===== src/rtl/constants_pkg.sv =====
// constants_pkg: architectural widths and writeback buffer sizing shared across the core.
package constants_pkg;
   localparam int ARCH_LEN     = 32;
   localparam int REG_IDX_W    = 5;
   localparam int WB_BUF_DEPTH = 2;
endpackage


===== src/rtl/structure_pkg.sv =====
// structure_pkg: decoded-instruction record passed between pipeline stages.
package structure_pkg;
   import constants_pkg::*;
   typedef struct packed {
      logic                 valid;
      logic [REG_IDX_W-1:0] rd;
      logic [ARCH_LEN-1:0]  dst_reg_data;
   } inst_decoded_t;
endpackage


===== src/rtl/writeback_arbiter_pkg.sv =====
// writeback_arbiter_pkg: retire-source select and register-file write qualification.
package writeback_arbiter_pkg;
   import structure_pkg::*;
   typedef enum logic [1:0] {SEL_ALU, SEL_MUL, SEL_HEAD} wb_sel_t;
   function automatic logic writes_rf(inst_decoded_t inst);
      return inst.valid && inst.rd != '0;
   endfunction
endpackage


===== src/rtl/writeback_arbiter_if.sv =====
// writeback_arbiter_if: execution results in, stalls and register-file write port out.
interface writeback_arbiter_if;
   import constants_pkg::*;
   import structure_pkg::*;
   inst_decoded_t        inst_alu_in;
   inst_decoded_t        inst_mul_in;
   inst_decoded_t        inst_wb_out;
   logic                 stall_alu_out;
   logic                 stall_mul_out;
   logic                 rf_we;
   logic [REG_IDX_W-1:0] rf_waddr;
   logic [ARCH_LEN-1:0]  rf_wdata;
   modport master (output inst_alu_in, inst_mul_in,
                   input  inst_wb_out, stall_alu_out, stall_mul_out, rf_we, rf_waddr, rf_wdata);
   modport slave  (input  inst_alu_in, inst_mul_in,
                   output inst_wb_out, stall_alu_out, stall_mul_out, rf_we, rf_waddr, rf_wdata);
endinterface


===== src/rtl/wb_skid_fifo.sv =====
// wb_skid_fifo: in-order ALU result buffer with per-entry destination-register match.
module wb_skid_fifo
   import constants_pkg::*;
   import structure_pkg::*;
#(
   parameter  int DEPTH = WB_BUF_DEPTH,
   localparam int PW    = DEPTH > 1 ? $clog2(DEPTH) : 1,
   localparam int CW    = $clog2(DEPTH + 1)
) (
   input  logic                 clk,
   input  logic                 rst,
   input  logic                 push,
   input  logic                 pop,
   input  inst_decoded_t        push_data,
   input  logic [REG_IDX_W-1:0] cmp_rd,
   output inst_decoded_t        head,
   output logic [CW-1:0]        count,
   output logic [DEPTH-1:0]     rd_hit
);
   localparam logic [PW-1:0] LAST = PW'(DEPTH - 1);
   inst_decoded_t    mem [DEPTH];
   logic [DEPTH-1:0] vld;
   logic [PW-1:0]    rptr, wptr;
   always_ff @(posedge clk) begin
      if (rst) begin
         rptr  <= '0;
         wptr  <= '0;
         count <= '0;
         vld   <= '0;
      end else begin
         if (push) begin
            mem[wptr] <= push_data;
            vld[wptr] <= 1'b1;
            wptr      <= wptr == LAST ? '0 : wptr + 1'b1;
         end
         if (pop) begin
            vld[rptr] <= 1'b0;
            rptr      <= rptr == LAST ? '0 : rptr + 1'b1;
         end
         count <= count + CW'(push) - CW'(pop);
      end
   end
   always_comb begin
      head       = mem[rptr];
      head.valid = vld[rptr];
   end
   for (genvar g = 0; g < DEPTH; g++) begin : g_hit
      assign rd_hit[g] = vld[g] && mem[g].rd == cmp_rd;
   end
endmodule


===== src/rtl/writeback_arbiter.sv =====
// writeback_arbiter: merges ALU and multiplier results onto one register-file write port,
// buffering ALU results so the multiplier pipeline is stalled only on full or RAW hazards.
module writeback_arbiter
   import structure_pkg::*;
   import writeback_arbiter_pkg::*;
#(
   parameter int WB_BUF_DEPTH = constants_pkg::WB_BUF_DEPTH
) (
   input logic                clk,
   input logic                rst,
   writeback_arbiter_if.slave wb
);
   localparam int CW = $clog2(WB_BUF_DEPTH + 1);
   logic [CW-1:0]           count;
   logic [WB_BUF_DEPTH-1:0] rd_hit;
   inst_decoded_t           head, win;
   logic                    full, hit, push, pop, stall_mul;
   wb_sel_t                 sel;
   wb_skid_fifo #(.DEPTH(WB_BUF_DEPTH)) u_fifo (
      .clk      (clk),
      .rst      (rst),
      .push     (push),
      .pop      (pop),
      .push_data(wb.inst_alu_in),
      .cmp_rd   (wb.inst_mul_in.rd),
      .head     (head),
      .count    (count),
      .rd_hit   (rd_hit)
   );
   assign full = count == CW'(WB_BUF_DEPTH);
   // An older buffered ALU write to the same rd must land before the multiplier's.
   assign hit  = wb.inst_mul_in.valid && wb.inst_mul_in.rd != '0 && |rd_hit;
   always_comb begin
      sel       = full || hit ? SEL_HEAD : wb.inst_mul_in.valid ? SEL_MUL : count != '0 ? SEL_HEAD : SEL_ALU;
      stall_mul = full ? wb.inst_mul_in.valid : hit;
      push      = !rst && !full && sel != SEL_ALU && wb.inst_alu_in.valid;
      pop       = !rst && sel == SEL_HEAD;
      win       = sel == SEL_HEAD ? head : sel == SEL_MUL ? wb.inst_mul_in : wb.inst_alu_in;
   end
   always_comb begin
      wb.inst_wb_out       = win;
      wb.inst_wb_out.valid = win.valid && !rst;
   end
   assign wb.stall_alu_out = !rst && full;
   assign wb.stall_mul_out = !rst && stall_mul;
   assign wb.rf_we         = !rst && writes_rf(win);
   assign wb.rf_waddr      = win.rd;
   assign wb.rf_wdata      = win.dst_reg_data;
endmodule


===== src/flat_wrapper.sv =====
// flat-port wrapper written by rule: the top's interface ports become plain ports
module writeback_arbiter_flat import structure_pkg::*; import writeback_arbiter_pkg::*;
#(
   parameter int WB_BUF_DEPTH = constants_pkg::WB_BUF_DEPTH
)
  (clk, rst, wb_inst_alu_in, wb_inst_mul_in, wb_inst_wb_out, wb_stall_alu_out, wb_stall_mul_out, wb_rf_we, wb_rf_waddr, wb_rf_wdata);
  writeback_arbiter_if wb_i ();
  input logic clk;
  input logic rst;
  input wire logic [$bits(wb_i.inst_alu_in)-1:0] wb_inst_alu_in;
  input wire logic [$bits(wb_i.inst_mul_in)-1:0] wb_inst_mul_in;
  output wire logic [$bits(wb_i.inst_wb_out)-1:0] wb_inst_wb_out;
  output wire logic [$bits(wb_i.stall_alu_out)-1:0] wb_stall_alu_out;
  output wire logic [$bits(wb_i.stall_mul_out)-1:0] wb_stall_mul_out;
  output wire logic [$bits(wb_i.rf_we)-1:0] wb_rf_we;
  output wire logic [$bits(wb_i.rf_waddr)-1:0] wb_rf_waddr;
  output wire logic [$bits(wb_i.rf_wdata)-1:0] wb_rf_wdata;
  assign wb_i.inst_alu_in = wb_inst_alu_in;
  assign wb_i.inst_mul_in = wb_inst_mul_in;
  assign wb_inst_wb_out = wb_i.inst_wb_out;
  assign wb_stall_alu_out = wb_i.stall_alu_out;
  assign wb_stall_mul_out = wb_i.stall_mul_out;
  assign wb_rf_we = wb_i.rf_we;
  assign wb_rf_waddr = wb_i.rf_waddr;
  assign wb_rf_wdata = wb_i.rf_wdata;
  writeback_arbiter #(.WB_BUF_DEPTH(WB_BUF_DEPTH)) u_core (.clk(clk), .rst(rst), .wb(wb_i));
endmodule

===== config.mk =====
export PLATFORM = sky130hd
export DESIGN_NAME = writeback_arbiter_flat
export DESIGN_NICKNAME = d
export VERILOG_FILES = /design/src/rtl/constants_pkg.sv /design/src/rtl/structure_pkg.sv /design/src/rtl/writeback_arbiter_pkg.sv /design/src/rtl/writeback_arbiter_if.sv /design/src/rtl/wb_skid_fifo.sv /design/src/rtl/writeback_arbiter.sv /design/src/flat_wrapper.sv
export SDC_FILE = /design/constraint.sdc
export NUM_CORES = 1
export LEC_CHECK = 0
export BUFFER_PORTS_ARGS = -buffer_cell sky130_fd_sc_hd__buf_2
export CORE_MARGIN = 5
export CORE_UTILIZATION = 49
export CTS_CLUSTER_DIAMETER = 60
export DETAILED_ROUTE_END_ITERATION = 7
export PLACE_DENSITY = 0.85
export SLEW_MARGIN = 10
export SYNTH_ARGS = -nofsm -noshare
export SYNTH_HDL_FRONTEND = slang
export SYNTH_SLANG_ARGS = --single-unit

===== constraint.sdc =====
create_clock -name clk -period 4.4 [get_ports clk]
set_clock_uncertainty 0.05 [all_clocks]
set_input_delay 0.88 -clock clk [delete_from_list [all_inputs] [get_ports clk]]
set_output_delay 0.88 -clock clk [all_outputs]
set_load 0.005 [all_outputs]

==> reports/metrics.csv <==
metric;value;unit
status;complete, no violations;
diodes;0;
synth.cell_area;4090;um^2
drv_cap;0;
cp_num_buf_inv;3;
grt_pass1_vias;3004;
synth-xor-area-share;3.00;%
crit_family;compound AO/OA/AOI/OAI gates;
pre_cts_ws;0.580;ns
most-common-layout-cells;buf_2 (155), edfxtp_1 (74), mux2i_1 (36), o21ai_0 (34), a22oi_1 (34);
syn_nets;405;
cp_cell_sequence;buf_2 -> or4_1 -> o21a_4 -> a211oi_4 -> buf_4 -> o21ai_0 -> buf_2;
cp-end-kind;primary output;
core-area;8180;um^2
synth-compound-area-share;15.3;%
cts_buffers;9;
highest_layer;met4;
wl_met2;4820;um
seq_power_share;37.2;%
portBuffers;155;
syn_inst;325;
clk_pin_slew;0.08;ns
die_x;101;um
drtPass1Iterations;4;
final_core_util;60.4;%
grt_overflow;0;
cts_max_path_buffers;2;
slew_viol_final;0;
clock-root-buffer;clkbuf_8;
die_area;10300;um^2
hpwl;6910;um
synth_warnings;0;
r2r_slack;1.86;ns
synth.largest_area_cell;edfxtp_1;
yosys-top-cells-area;edfxtp_1 (54%), mux2i_1 (8.8%), buf_4 (6.8%);
intPower;1720;uW
yosys.area_share.simple;4.29;%
area_growth;20.7;%
grt_max_degree;24;
crit_top_cell;buf_2;
nFillCells;679;
clk_latency;0.34;ns
crit_fanout;16;
arrival;2.88;ns
start_util;50.0;%
final_common_cell;buf_2;
synth.avg_cell_area;12.6;um^2
num-nets-final;526;
num_io_pins;156;
synth-adder-area-share;0.612;%
crit_required;3.47;ns
finalCriticalPeriod;3.81;ns
route.detailed.drc;0;
fmax;262;MHz
drive_above_1_share;42.4;%
hold_viol;0;
worstHoldPathCells;2;
synth_top_area_share;54.4;%
synth_top_family_by_area;compound AO/OA/AOI/OAI gates;
synth.distinct_cells;41;
ys_ff_latch;81;
p_per_area;541;nW/um^2
r2r-end;u_core.u_fifo.count[1]$_SDFF_PP0_;
synth_edf_count;74;
seq_area_frac_synth;57.8;%
async_reset_ff_share;0;%
rsz0062_at_grt;false;
cts_tree;yes;
slowest_stage;or4_1;
hold_buffers;0;
drtIter0Drc;135;
pwr-share-comb;43.9;%
hold_path_end;u_core.u_fifo.vld[0]$_SDFF_PP0_;
die_y;101;um
track_usage;18.3;%
antenna_found_initial;0;
cts_resized;0;
rr_startpoint;u_core.u_fifo.mem[1][35]$_DFFE_PP_;
max_stage_delay;0.54;ns
htree_levels;3;
cp-start-kind;input pin;
synth.area.mux_share;9.92;%
setup_viol;0;
wl;9400;um
setup_slack;0.587;ns
p_switching;951;uW
grt_first_pass_wirelength;14700;um
globalplace.congestion;0.884;
cts_setup_buffers;0;
hold_start;u_core.u_fifo.vld[0]$_SDFF_PP0_;
finalSetupTns;0;ns
leakage;0.00196;uW
num_rows;33;
peakVddDrop;0.332;mV
worst_pin_slew;0.626;ns
ff2ff_path_depth;11;
clkPwrFrac;18.9;%
finalCritPeriodShare;86.7;%
setup.worst_path.class;input pin to primary output;
timing.slew.headroom;58.2;%
hp-class;flop to flop;
detail-route-antenna-nets;0;
clock_sinks;81;
met3_length;648;um
ys.flop_type;edfxtp_1;
via_count;3031;
wl_per_cell;16.9;um
met1_length;3850;um
post_drt_via_cell_ratio;5.46;
netSwitchingFraction;35.6;%
==> metrics by stage <==
stage               instances  area [um^2]  total power, uW  hold WS [ns]
CTS                       555         4930             2700         0.479
global placement          540         4750             2170         0.465
floorplan                 325         4090             1860         0.431
global route              555         4930             2860         0.533
detailed placement        540         4750             2190         0.464
finish                    555         4930             2670         0.481
==> power groups by stage <==
stage               registers, uW  logic (uW)  clock network (uW)
detailed placement           1010        1180                   0
finish                        992        1170                 504
CTS                           993        1190                 516
global placement             1010        1160                   0
floorplan                     953         903                   0
global route                 1000        1300                 550
==> layout make-up <==
cell class	instances	area, um^2	area share, %
tap	105	131	2.66
timing repair buffer	164	843	17.1
clock inverter	6	57.6	1.17
clock buffer	9	124	2.51
sequential	81	2360	47.9
multi-input combinational	182	1390	28.1
inverter	8	30.0	0.609
==> worst max path at each step <==
stage / startpoint / to / slack (ns) / depth (start not counted)
floorplan: wb_inst_mul_in[37] / u_core.u_fifo.mem[0][0]$_DFFE_PP_ / 0.68 / 5
global placement: wb_inst_mul_in[32] / wb_rf_we / 0.61 / 7
detailed placement: wb_inst_mul_in[32] / wb_inst_wb_out[18] / 0.58 / 7
CTS: wb_inst_mul_in[32] / wb_inst_wb_out[18] / 0.58 / 7
global route: wb_inst_mul_in[32] / wb_rf_wdata[1] / 0.46 / 7
finish: wb_inst_mul_in[32] / wb_inst_wb_out[18] / 0.59 / 7
==> synth_stat cells (2+ instances only) <==
library cell  number
clkbuf_1          17
edfxtp_1          74
nor2b_1            3
a311o_1            2
nand2_1            5
nor2_1            15
and3_1             2
dfxtp_1            7
a22oi_1           34
ha_1               2
o41ai_1            2
a21oi_1            4
mux2i_1           36
xnor2_1           13
buf_4             37
o21ai_0           34
nor3_1             3
nand4_1            2
inv_1              8
mux2_2             4
==> worst register-to-register path, cell delays in order (launching register included) <==
cell	delay, ns
edfxtp_1	0.44
xnor2_1	0.15
nand4_1	0.15
o22ai_2	0.20
a211oi_4	0.49
nor2_1	0.09
ha_1	0.29
inv_1	0.04
ha_1	0.17
xnor2_1	0.17
xnor2_1	0.14
nor2_1	0.05
==> metal layers <==
metal  global-route usage (%)  vias up
li1                         -     1443
met1                     23.3     1458
met2                     31.3      120
met3                     3.79       10
met4                     6.13        0
met5                        0        -
==> flip-flops by register name, summed over array words and instances (netlist names), named ones only <==
name and flops:
u_core.u_fifo.count 2, u_core.u_fifo.mem 74, u_core.u_fifo.rptr 1, u_core.u_fifo.vld 2
u_core.u_fifo.wptr 1
==> cell families after synthesis <==
family | count (synthesis)
adder cells (fa/ha/maj) | 2
buffers and inverters | 62
XOR/XNOR | 14
multiplexers | 40
flip-flops | 81
AO/OA/AOI/OAI | 90
AND/OR/NAND/NOR | 36
No activity file was read; power rests on OpenSTA's default activity.
